$ cat config.mk
export PLATFORM = sky130hd
export DESIGN_NAME = xoodyak_aead_core_flat
export DESIGN_NICKNAME = d
export VERILOG_FILES = /design/src/rtl/xoodyak_pkg.sv /design/src/rtl/xoodyak_aead_core_if.sv /design/src/rtl/rregs.sv /design/src/rtl/xoodoo_round.sv /design/src/rtl/xoodyak_aead_core.sv /design/src/flat_wrapper.sv
export SDC_FILE = /design/constraint.sdc
export NUM_CORES = 1
export LEC_CHECK = 0
export ABC_AREA = 1
export BUFFER_PORTS_ARGS = -buffer_cell sky130_fd_sc_hd__buf_2
export CAP_MARGIN = 40
export CORE_AREA = 5 5 395 397
export DETAILED_ROUTE_END_ITERATION = 10
export DIE_AREA = 0 0 400 402
export SETUP_SLACK_MARGIN = 0.02
export SKIP_LAST_GASP = 1
export SLEW_MARGIN = 10
export SYNTH_ARGS = -nofsm -noshare
export SYNTH_HDL_FRONTEND = slang
export SYNTH_SLANG_ARGS = --single-unit
$ cat constraint.sdc
create_clock -name eph1 -period 11 [get_ports eph1]
set_clock_uncertainty 0.2 [all_clocks]
set_input_delay 2.2 -clock eph1 [delete_from_list [all_inputs] [get_ports eph1]]
set_output_delay 2.2 -clock eph1 [all_outputs]
set_load 0.01 [all_outputs]
$ cat src/rtl/xoodyak_pkg.sv
// xoodyak_pkg: shared types, domain constants and round constants for the Xoodyak AEAD core
package xoodyak_pkg;
  localparam int NROUNDS = 12;
  localparam int MAX_ROUNDS = 12;
  typedef logic [31:0] lane_t;
  typedef lane_t [3:0] plane_t;
  typedef plane_t [2:0] state_t;
  typedef enum logic [1:0] {PH_NONCE, PH_AD, PH_CRYPT, PH_SQZ} phase_t;
  localparam logic [7:0] CD_KEY = 8'h02;
  localparam logic [7:0] CD_ABSORB = 8'h03;
  localparam logic [7:0] CU_CRYPT = 8'h80;
  localparam logic [7:0] CU_SQUEEZE = 8'h40;
  // Padded to 16 entries so a 4-bit round index can never run off the table
  localparam lane_t RC_TAB [16] = '{
    32'h058, 32'h038, 32'h3c0, 32'h0d0, 32'h120, 32'h014,
    32'h060, 32'h02c, 32'h380, 32'h0f0, 32'h1a0, 32'h012,
    32'h0, 32'h0, 32'h0, 32'h0
  };
  function automatic lane_t rotl(input lane_t v, input int n);
    return (v << n) | (v >> (32 - n));
  endfunction
  function automatic logic [383:0] byte_at(input int i, input logic [7:0] v);
    return 384'(v) << (8 * i);
  endfunction
endpackage

$ cat src/rtl/xoodyak_aead_core_if.sv
// xoodyak_aead_core_if: host-side operand/result bundle of the AEAD core
interface xoodyak_aead_core_if;
  logic start;
  logic [191:0] textin;
  logic [127:0] nonce;
  logic [127:0] assodata;
  logic [127:0] key;
  logic [127:0] verification_data;
  logic opmode;
  logic [127:0] authdata;
  logic [191:0] textout;
  logic encdone;
  logic sqzdone;
  logic verify;
  modport master (
    output start, textin, nonce, assodata, key, verification_data, opmode,
    input authdata, textout, encdone, sqzdone, verify
  );
  modport slave (
    input start, textin, nonce, assodata, key, verification_data, opmode,
    output authdata, textout, encdone, sqzdone, verify
  );
endinterface

$ cat src/rtl/rregs.sv
// rregs: plain non-reset register bank for datapath operands
module rregs #(
  parameter int W = 1
) (
  output logic [W-1:0] q,
  input logic [W-1:0] d,
  input logic eph1
);
  always_ff @(posedge eph1) q <= d;
endmodule

$ cat src/rtl/xoodoo_round.sv
// xoodoo_round: one combinational Xoodoo round (theta, rho-west, iota, chi, rho-east)
module xoodoo_round
  import xoodyak_pkg::*;
(
  input state_t s_i,
  input lane_t rc_i,
  output state_t s_o
);
  plane_t p, e;
  state_t t, w;
  always_comb begin
    p = s_i[0] ^ s_i[1] ^ s_i[2];
    e = '0;
    t = '0;
    w = '0;
    s_o = '0;
    for (int x = 0; x < 4; x++) e[x] = rotl(p[2'(x + 3)], 5) ^ rotl(p[2'(x + 3)], 14);
    for (int x = 0; x < 4; x++) begin
      t[0][x] = s_i[0][x] ^ e[x];
      t[1][x] = s_i[1][x] ^ e[x];
      t[2][x] = s_i[2][x] ^ e[x];
    end
    for (int x = 0; x < 4; x++) begin
      w[0][x] = t[0][x] ^ (x == 0 ? rc_i : '0);
      w[1][x] = t[1][2'(x + 3)];
      w[2][x] = rotl(t[2][x], 11);
    end
    // chi folded with rho-east: plane 2 reads its chi inputs at the pre-shift column
    for (int x = 0; x < 4; x++) begin
      s_o[0][x] = w[0][x] ^ (~w[1][x] & w[2][x]);
      s_o[1][x] = rotl(w[1][x] ^ (~w[2][x] & w[0][x]), 1);
      s_o[2][x] = rotl(w[2][2'(x + 2)] ^ (~w[0][2'(x + 2)] & w[1][2'(x + 2)]), 8);
    end
  end
endmodule

$ cat src/rtl/xoodyak_aead_core.sv
// xoodyak_aead_core: single-block keyed Xoodyak AEAD, one Xoodoo round per clock,
// four 12-round phases (nonce, AD, crypt, squeeze) after the key is loaded at start.
module xoodyak_aead_core
  import xoodyak_pkg::*;
#(
  parameter int NROUNDS = xoodyak_pkg::NROUNDS
) (
  input logic eph1,
  input logic reset,
  xoodyak_aead_core_if.slave bus
);
  localparam logic [0:0] ST_IDLE = 1'b0;
  localparam logic [0:0] ST_RUN = 1'b1;
  localparam logic [3:0] RND_LAST = 4'(NROUNDS - 1);
  localparam logic [3:0] RC_OFS = 4'(MAX_ROUNDS - NROUNDS);
  logic [0:0] st_q, st_d;
  phase_t phase_q, phase_d;
  logic [3:0] rnd_q, rnd_d;
  logic ready_q, go, run, last, op_q;
  logic encdone_q, encdone_d, sqzdone_q, sqzdone_d, verify_q, verify_d;
  logic [383:0] s_q, s_d, r, key_init, absorb, crypt;
  logic [191:0] text_q, out_blk, textout_q, textout_d;
  logic [127:0] nonce_q, ad_q, vdata_q, authdata_q, authdata_d;
  // ready_q blocks a start that coincides with reset release
  assign go = st_q == ST_IDLE && ready_q && bus.start;
  assign run = st_q == ST_RUN;
  assign last = run && rnd_q == RND_LAST;
  rregs #(.W(128)) u_nonce (.q(nonce_q), .d(go ? bus.nonce : nonce_q), .eph1(eph1));
  rregs #(.W(128)) u_ad (.q(ad_q), .d(go ? bus.assodata : ad_q), .eph1(eph1));
  rregs #(.W(128)) u_vdata (.q(vdata_q), .d(go ? bus.verification_data : vdata_q), .eph1(eph1));
  rregs #(.W(192)) u_text (.q(text_q), .d(go ? bus.textin : text_q), .eph1(eph1));
  rregs #(.W(1)) u_op (.q(op_q), .d(go ? bus.opmode : op_q), .eph1(eph1));
  xoodoo_round u_round (.s_i(s_q), .rc_i(RC_TAB[RC_OFS + rnd_q]), .s_o(r));
  assign key_init = {256'b0, bus.key} ^ byte_at(17, 8'h01) ^ byte_at(47, CD_KEY);
  assign absorb = r ^ {256'b0, phase_q == PH_NONCE ? nonce_q : ad_q} ^ byte_at(16, 8'h01)
                ^ byte_at(47, phase_q == PH_NONCE ? CD_ABSORB : CD_ABSORB ^ CU_CRYPT);
  // Both directions leave the ciphertext in the rate: enc writes r^pt, dec copies ct
  assign out_blk = r[191:0] ^ text_q;
  assign crypt = {r[383:192], op_q ? text_q : out_blk} ^ byte_at(24, 8'h01) ^ byte_at(47, CU_SQUEEZE);
  assign s_d = go ? key_init : !last ? (run ? r : s_q)
             : phase_q == PH_CRYPT ? crypt : phase_q == PH_SQZ ? r : absorb;
  assign rnd_d = run && !last ? rnd_q + 4'd1 : '0;
  assign phase_d = last ? phase_t'(phase_q + 2'd1) : run ? phase_q : PH_NONCE;
  assign st_d = go ? ST_RUN : last && phase_q == PH_SQZ ? ST_IDLE : st_q;
  assign encdone_d = last && phase_q == PH_CRYPT;
  assign sqzdone_d = last && phase_q == PH_SQZ;
  assign textout_d = encdone_d ? out_blk : textout_q;
  assign authdata_d = sqzdone_d ? r[127:0] : authdata_q;
  assign verify_d = sqzdone_d ? op_q && r[127:0] == vdata_q : verify_q;
  always_ff @(posedge eph1 or negedge reset)
    if (!reset) begin
      st_q <= ST_IDLE;
      phase_q <= PH_NONCE;
      rnd_q <= '0;
      ready_q <= 1'b0;
      s_q <= '0;
      textout_q <= '0;
      authdata_q <= '0;
      verify_q <= 1'b0;
      encdone_q <= 1'b0;
      sqzdone_q <= 1'b0;
    end else begin
      st_q <= st_d;
      phase_q <= phase_d;
      rnd_q <= rnd_d;
      ready_q <= 1'b1;
      s_q <= s_d;
      textout_q <= textout_d;
      authdata_q <= authdata_d;
      verify_q <= verify_d;
      encdone_q <= encdone_d;
      sqzdone_q <= sqzdone_d;
    end
  assign bus.textout = textout_q;
  assign bus.authdata = authdata_q;
  assign bus.verify = verify_q;
  assign bus.encdone = encdone_q;
  assign bus.sqzdone = sqzdone_q;
endmodule

$ cat src/flat_wrapper.sv
// flat-port wrapper written by rule: the top's interface ports become plain ports
module xoodyak_aead_core_flat import xoodyak_pkg::*;
#(
  parameter int NROUNDS = xoodyak_pkg::NROUNDS
)
  (eph1, reset, bus_start, bus_textin, bus_nonce, bus_assodata, bus_key, bus_verification_data, bus_opmode, bus_authdata, bus_textout, bus_encdone, bus_sqzdone, bus_verify);
  xoodyak_aead_core_if bus_i ();
  input logic eph1;
  input logic reset;
  input wire logic [$bits(bus_i.start)-1:0] bus_start;
  input wire logic [$bits(bus_i.textin)-1:0] bus_textin;
  input wire logic [$bits(bus_i.nonce)-1:0] bus_nonce;
  input wire logic [$bits(bus_i.assodata)-1:0] bus_assodata;
  input wire logic [$bits(bus_i.key)-1:0] bus_key;
  input wire logic [$bits(bus_i.verification_data)-1:0] bus_verification_data;
  input wire logic [$bits(bus_i.opmode)-1:0] bus_opmode;
  output wire logic [$bits(bus_i.authdata)-1:0] bus_authdata;
  output wire logic [$bits(bus_i.textout)-1:0] bus_textout;
  output wire logic [$bits(bus_i.encdone)-1:0] bus_encdone;
  output wire logic [$bits(bus_i.sqzdone)-1:0] bus_sqzdone;
  output wire logic [$bits(bus_i.verify)-1:0] bus_verify;
  assign bus_i.start = bus_start;
  assign bus_i.textin = bus_textin;
  assign bus_i.nonce = bus_nonce;
  assign bus_i.assodata = bus_assodata;
  assign bus_i.key = bus_key;
  assign bus_i.verification_data = bus_verification_data;
  assign bus_i.opmode = bus_opmode;
  assign bus_authdata = bus_i.authdata;
  assign bus_textout = bus_i.textout;
  assign bus_encdone = bus_i.encdone;
  assign bus_sqzdone = bus_i.sqzdone;
  assign bus_verify = bus_i.verify;
  xoodyak_aead_core #(.NROUNDS(NROUNDS)) u_core (.eph1(eph1), .reset(reset), .bus(bus_i));
endmodule
== Word level (Yosys, flattened, before mapping) ==
Cells that the tools add are included.

* Bits in latches: 0
* Memory bits (read-only): 0
* Memories kept: 0
* Bits in writable memories: 0
* Word-level logic and storage cells: 71
* Output and inout bits: 323
* Bits in registers: 1,196
* Input port bits: 708

* Shifts and indexed selects: 0
* Reductions and logical operators: 11
* Divide/modulo/power cells: 0
* $lt $le $gt $ge: 0
* Add/sub/neg operators: 2
* Bitwise logic cells: 26
* Multiply operators: 0
* Equal/unequal tests: 5
* Mux-type cells: 12

{| class="wikitable"
|+ Operators with widths
! kind !! count
|-
| $mux W352 || 4
|-
| $xor A352 B1 Y352 const B || 1
|-
| $xor A352 B128 Y352 || 1
|-
| $xor A32 B32 Y32 || 8
|-
| $mux W224 || 1
|-
| $mux W192 || 1
|-
| $xor A192 B192 Y192 || 1
|-
| $eq A128 B128 Y1 || 1
|-
| $mux W128 || 1
|-
| $xor A64 B64 Y64 || 2
|-
| $and A32 B32 Y32 || 2
|-
| $not A32 Y32 || 2
|-
| $or A32 B14 Y32 || 2
|-
| $or A32 B5 Y32 || 2
|-
| $or A32 B1 Y32 || 1
|-
| $or A32 B11 Y32 || 1
|-
| $logic_and A1 B1 Y1 || 7
|-
| $add A4 B1 Y4 const B || 1
|-
| $eq A2 B2 Y1 const B || 2
|-
| $eq A4 B4 Y1 const B || 1
|-
| $mux W2 || 2
|-
| $mux W4 || 1
|-
| $not A1 Y1 || 3
|-
| $reduce_bool A3 Y1 || 1
|-
| other kinds (6) || 7
|}

== Logic depth before layout (Yosys ltp) ==
* Depth in word-level cells: 17
* Depth in mapped cells: 20
* Depth with buffers taken out: 20

== Hierarchy ==
From an unflattened synthesis, not the netlist that was laid out.

* Cells, all modules: 9,386
* Area total of the unflattened synthesis: 68,455.7 um2

{| class="wikitable"
|+ By module, submodules not included
! module !! times used !! sequential area each (um2) !! area an instance (um2) !! cells an instance
|-
| xoodyak_aead_core || 1 || 17,892.2 || 46,410.8 || 6,588
|-
| xoodoo_round || 1 || 0.0 || 10,493.8 || 2,221
|-
| rregs at u_core.u_ad ... || 3 || 2,562.5 || 2,562.5 || 128
|-
| rregs at u_core.u_text || 1 || 3,843.7 || 3,843.7 || 192
|-
| rregs at u_core.u_op || 1 || 20.0 || 20.0 || 1
|}

== Least setup slack after synthesis ==
No wires, ideal clock.

* Kind: in2reg
* Start: in bus_start
* End: reg u_core.u_ad.q[32], enable pin
* Data required time: 9.945 ns
* Library setup time: 0.855 ns
* Slack: -2.646 ns
* Data arrival time: 12.591 ns
* Path buffers: 3
* Cell stages on the path: 5
* Cells stage by stage: buf_2 nand2_1 nor2_1 clkbuf_1 clkbuf_1

* Cells in the longest elaborated chain, start to end: 1

{| class="wikitable"
|+ RTL lines
! item !! RTL line !! source
|-
| start: declaration || flat_wrapper.sv:10 || <nowiki>input wire logic [$bits(bus_i.start)-1:0] bus_start;</nowiki>
|-
| $logic_and A1 B1 Y1 || xoodyak_aead_core.sv:25 || <nowiki>assign go = st_q == ST_IDLE && ready_q && bus.start;</nowiki>
|-
| named net u_core.go || xoodyak_aead_core.sv:19 || <nowiki>logic ready_q, go, run, last, op_q;</nowiki>
|-
| end signal: assignment || rregs.sv:9 || <nowiki>always_ff @(posedge eph1) q <= d;</nowiki>
|-
| end: declaration || rregs.sv:5 || <nowiki>output logic [W-1:0] q,</nowiki>
|}

The timed path passes the listed nets, and every way through them passes these cells.
A chain may end at the register's enable or synchronous reset.

== Worst setup path in the final report ==
* Start: in bus_start
* End: reg u_core.u_ad.q[65], enable pin

* Cells in the longest elaborated chain, start to end: 1

{| class="wikitable"
|+ RTL lines
! item !! RTL line
|-
| $logic_and A1 B1 Y1 || xoodyak_aead_core.sv:25
|}

Every way passes these cells.

==> key figures <==
Run status
  – Result of the run: completed

Timing
  – Fraction of the cycle the final worst path needs: 43.5%
  – Tightest slew margin relative to the limit: 23.8%
  – Setup-violating endpoint count in the final report: 0
  – Highest clock rate: 209 MHz
  – Count of pins over their slew limit: 0
  – Setup TNS Final: 0 ns
  – Slew @ Worst Pin: 1.14 ns
  – Time the worst path needs with I/O delays and setup: 4.78 ns
  – RSZ-0062 raised after global routing: no
  – Post-route worst setup slack: 6.22 ns
  – Final hold violation count: 0
  – Fin Hold WS: about 0.24 ns

Clock network
  – Number of buffers added to fix hold violations after cts: 0
  – Clock tree root buffer cell: clkbuf_16
  – Number of buffers on the longest clock path: 3
  – Number of cells upsized or downsized after cts: 0
  – Inserted Clock Buffers: 79
  – # Post-CTS Setup Buffers: 0
  – Total number of clock tree sinks: 652
  – Clock-pin slew on the worst setup and hold paths: 0.06 ns
  – TritonCTS clock tree: done
  – CTS H-Tree Depth: 3
  – Clock latency at the later pin of the worst-skew pair: ~0.70 ns

Critical path
  – Data arrival time of the critical path: 4.87 ns
  – Crit Path Class: in2reg
  – Series of cell instances along the critical path: buf_2 -> nand2_1 -> nor2_4 -> buf_12 -> buf_12
  – Top fanout value on the critical path: about 180
  – Cell repeated most along the worst path: buf_12
  – Critical path data required time: 11.09 ns
  – Slowest cell delay on critical path: about 0.72 ns
  – Endpoint kind of the worst setup timing path: flip-flop
  – Highest-delay cell along the critical path: buf_12
  – CP Launch Type: input pin

Synth
  – Number of synthesized register bits: 652
  – Syn Std Cell Area: 33800 sq um
  – Cell type with the highest aggregate area in the netlist: edfxtp_1
  – FFs w/ async S/R, synth: 45.9%
  – Share of the yosys chip area belonging to registers: 53.6%
  – Number of distinct standard cells referenced by the synthesized netlist: 38
  – EDFF count, synth: around 350
  – Synthesis warning total: 0
  – Predominant post-synthesis flop cell: edfxtp_1
  – Synthesized area per cell: just over 8 sq um
  – Top cells by instance count after synthesis: 1525 x nand2_1, 353 x edfxtp_1, 340 x inv_1
  – Number of standard cells after synthesis: ~4k
  – Most used standard cell by instance count after synthesis: nand2_1
  – Proportion of netlist area held by the largest area contributor: between 30% and 40%
  – Synth area leaders: edfxtp_1 31%, dfrtp_1 22%, nand2_1 17%, nand3_1 4.4%, buf_4 4.3%

Die
  – Core area: around 150000 sq um
  – Chip Height: approximately 400 microns
  – Initial core utilization: about 22%
  – Total Die Area: 161000 sq um
  – Std-Cell Rows: 143
  – X dimension of the die: about 400 microns
  – IO Pins: 1031

GRT
  – Total global routing overflow: 0
  – Global-route wire length before repair: ~220000 microns
  – Total routing usage reported by global routing: 19.8%
  – Pin count of the biggest net entering global routing: around 180
  – Initial antenna violation count: 144
  – Via count of the first global-routing pass: 28.5k

Routing
  – 1st-iter DRT viols: 2898
  – DR WL/cell: 24.3 microns
  – Post-detailed-route count of antenna-violating nets: 0
  – First-pass iteration count of the detailed router: 5
  – Vias per inst: 4.48
  – Detailed-route via count: about 30k
  – DR DRC count: 0
  – Routed wire length: 165000 microns

Placement
  – Minimum setup slack after placement: 5.57 ns
  – Number of placed instances with taps included: 6601
  – Hpwl dp: ~130000 microns
  – Number of port buffers: 582
  – Standard cell area after detailed placement: 38400 sq um
  – GPL Wtd Cong: 0.886

Worst hold path
  – Hold WC Path Type: reg2reg

Power
  – Leakage power: 19.4 nW
  – Pwr Density: 243 nW/um^2
  – VDD IR max: 0.136 mV

Flow run
  – Reported max-cap violation count: 0

Finish
  – Area growth from synthesis to final layout: 22.7%
  – Final layout net count: roughly 5.4k
  – Fraction of layout cells with a size suffix above 1: 17.2%
  – Filler Cell Count: 16.3k
  – Fin area: 41400 sq um
  – Layout Cells excl Fill: 6809
## power breakdown
part | internal (mW) | switching (mW) | total [mW]
clock | 1.72 | 1.15 | 2.88
combinational | 1.10 | 3.07 | 4.17
sequential | 2.79 | 0.225 | 3.01
## per-layer routing
metal / routed length, microns / GRT usage [%] / up-vias
met4: 6100 / 7.51 / 98
met3: 18300 / 7.85 / 331
met5: 623 / 0 / -
met2: 75600 / 31.9 / 1361
li1: - / - / 14109
met1: 64600 / 23.7 / 14589
## cell families after synthesis
kind of cell	share of synthesized area (%)
AND/OR/NAND/NOR	26.4
buffers and inverters	9.80
flip-flops	53.6
AO/OA/AOI/OAI	7.79
XOR/XNOR	2.31
adder cells (fa/ha/maj)	0.148
other	0.0222
## flip-flops by register name, indices dropped and copies added (netlist names)
| register | cells |
|---|---|
| u_core.bus.sqzdone | 1 |
| u_core.u_vdata.q | 64 |
| u_core.u_text.q | 160 |
| u_core.u_ad.q | 64 |
| u_core.bus.textout | 64 |
| u_core.u_nonce.q | 64 |
| u_core.bus.encdone | 1 |
| u_core.ready_q | 1 |
| u_core.bus.authdata | 64 |
| u_core.s_q | 160 |
| u_core.phase_q | 2 |
| u_core.bus.verify | 1 |
| u_core.run | 1 |
| u_core.u_op.q | 1 |
| u_core.rnd_q | 4 |
## worst max-delay path, delay by kind of cell
kind	cells	cell delay (ns)
buf+inv	3	1.87
simple gates	2	0.41
## through the flow
step	utilization, %	total power [mW]
2_1_floorplan	-	5.47
3_3_place_gp	25.2	7.16
3_5_place_dp	25.4	7.24
4_1_cts	27.2	10.2
5_1_grt	27.3	10.6
6_report	27.3	10.1
## cell type report
| cell class | count | area [sq um] | area share, % |
|---|---|---|---|
| repair buffers | 628 | 3390 | 8.18 |
| inverters | 347 | 1310 | 3.15 |
| clock buffers | 109 | 2330 | 5.62 |
| flip-flops and latches | 652 | 18100 | 43.6 |
| clock inverters | 36 | 495 | 1.20 |
| multi-input cells | 2945 | 13100 | 31.7 |
| diodes | 62 | 155 | 0.375 |
| well taps | 2030 | 2540 | 6.13 |
## worst paths after layout
path	endpoint	slack [ns]	from	cells after the start
min in group asynchronous	u_core.bus.textout[35]$_DFFE_PN0P_	1.44	reset	1
worst max register to register	u_core.s_q[173]$_DFFE_PN0P_	6.40	u_core.rnd_q[0]$_DFF_PN0_	12
worst max-delay path	u_core.u_ad.q[65]$_DFFE_PP_	6.22	bus_start	5
max in group asynchronous	u_core.bus.textout[74]$_DFFE_PN0P_	7.55	reset	2
worst min register to register	u_core.s_q[164]$_DFFE_PN0P_	0.24	u_core.u_text.q[164]$_DFFE_PP_	2
worst min-delay path	u_core.s_q[164]$_DFFE_PN0P_	0.24	u_core.u_text.q[164]$_DFFE_PP_	2
## placed cells by master, fill, tap and decap left out, types with 11 or more instances in the layout
cell | synthesis | layout
clkbuf_16 | 0 | 85
nand3_1 | 295 | 295
clkbuf_1 | 87 | 13
conb_1 | 2 | 193
clkbuf_8 | 0 | 11
xor2_1 | 58 | 58
nand2_2 | 19 | 19
nand2_1 | 1525 | 1524
xnor2_1 | 29 | 29
buf_4 | 192 | 32
buf_2 | 31 | 586
dfrtp_1 | 299 | 299
o21ai_0 | 252 | 252
nor3_1 | 51 | 51
diode_2 | 0 | 62
o22ai_1 | 19 | 19
a21oi_1 | 104 | 104
nand3b_1 | 38 | 38
o21ai_1 | 19 | 19
inv_1 | 340 | 336
edfxtp_1 | 353 | 353
o211ai_1 | 69 | 69
nor2_1 | 234 | 231
Note: power is estimated with default switching activity, not from simulation.
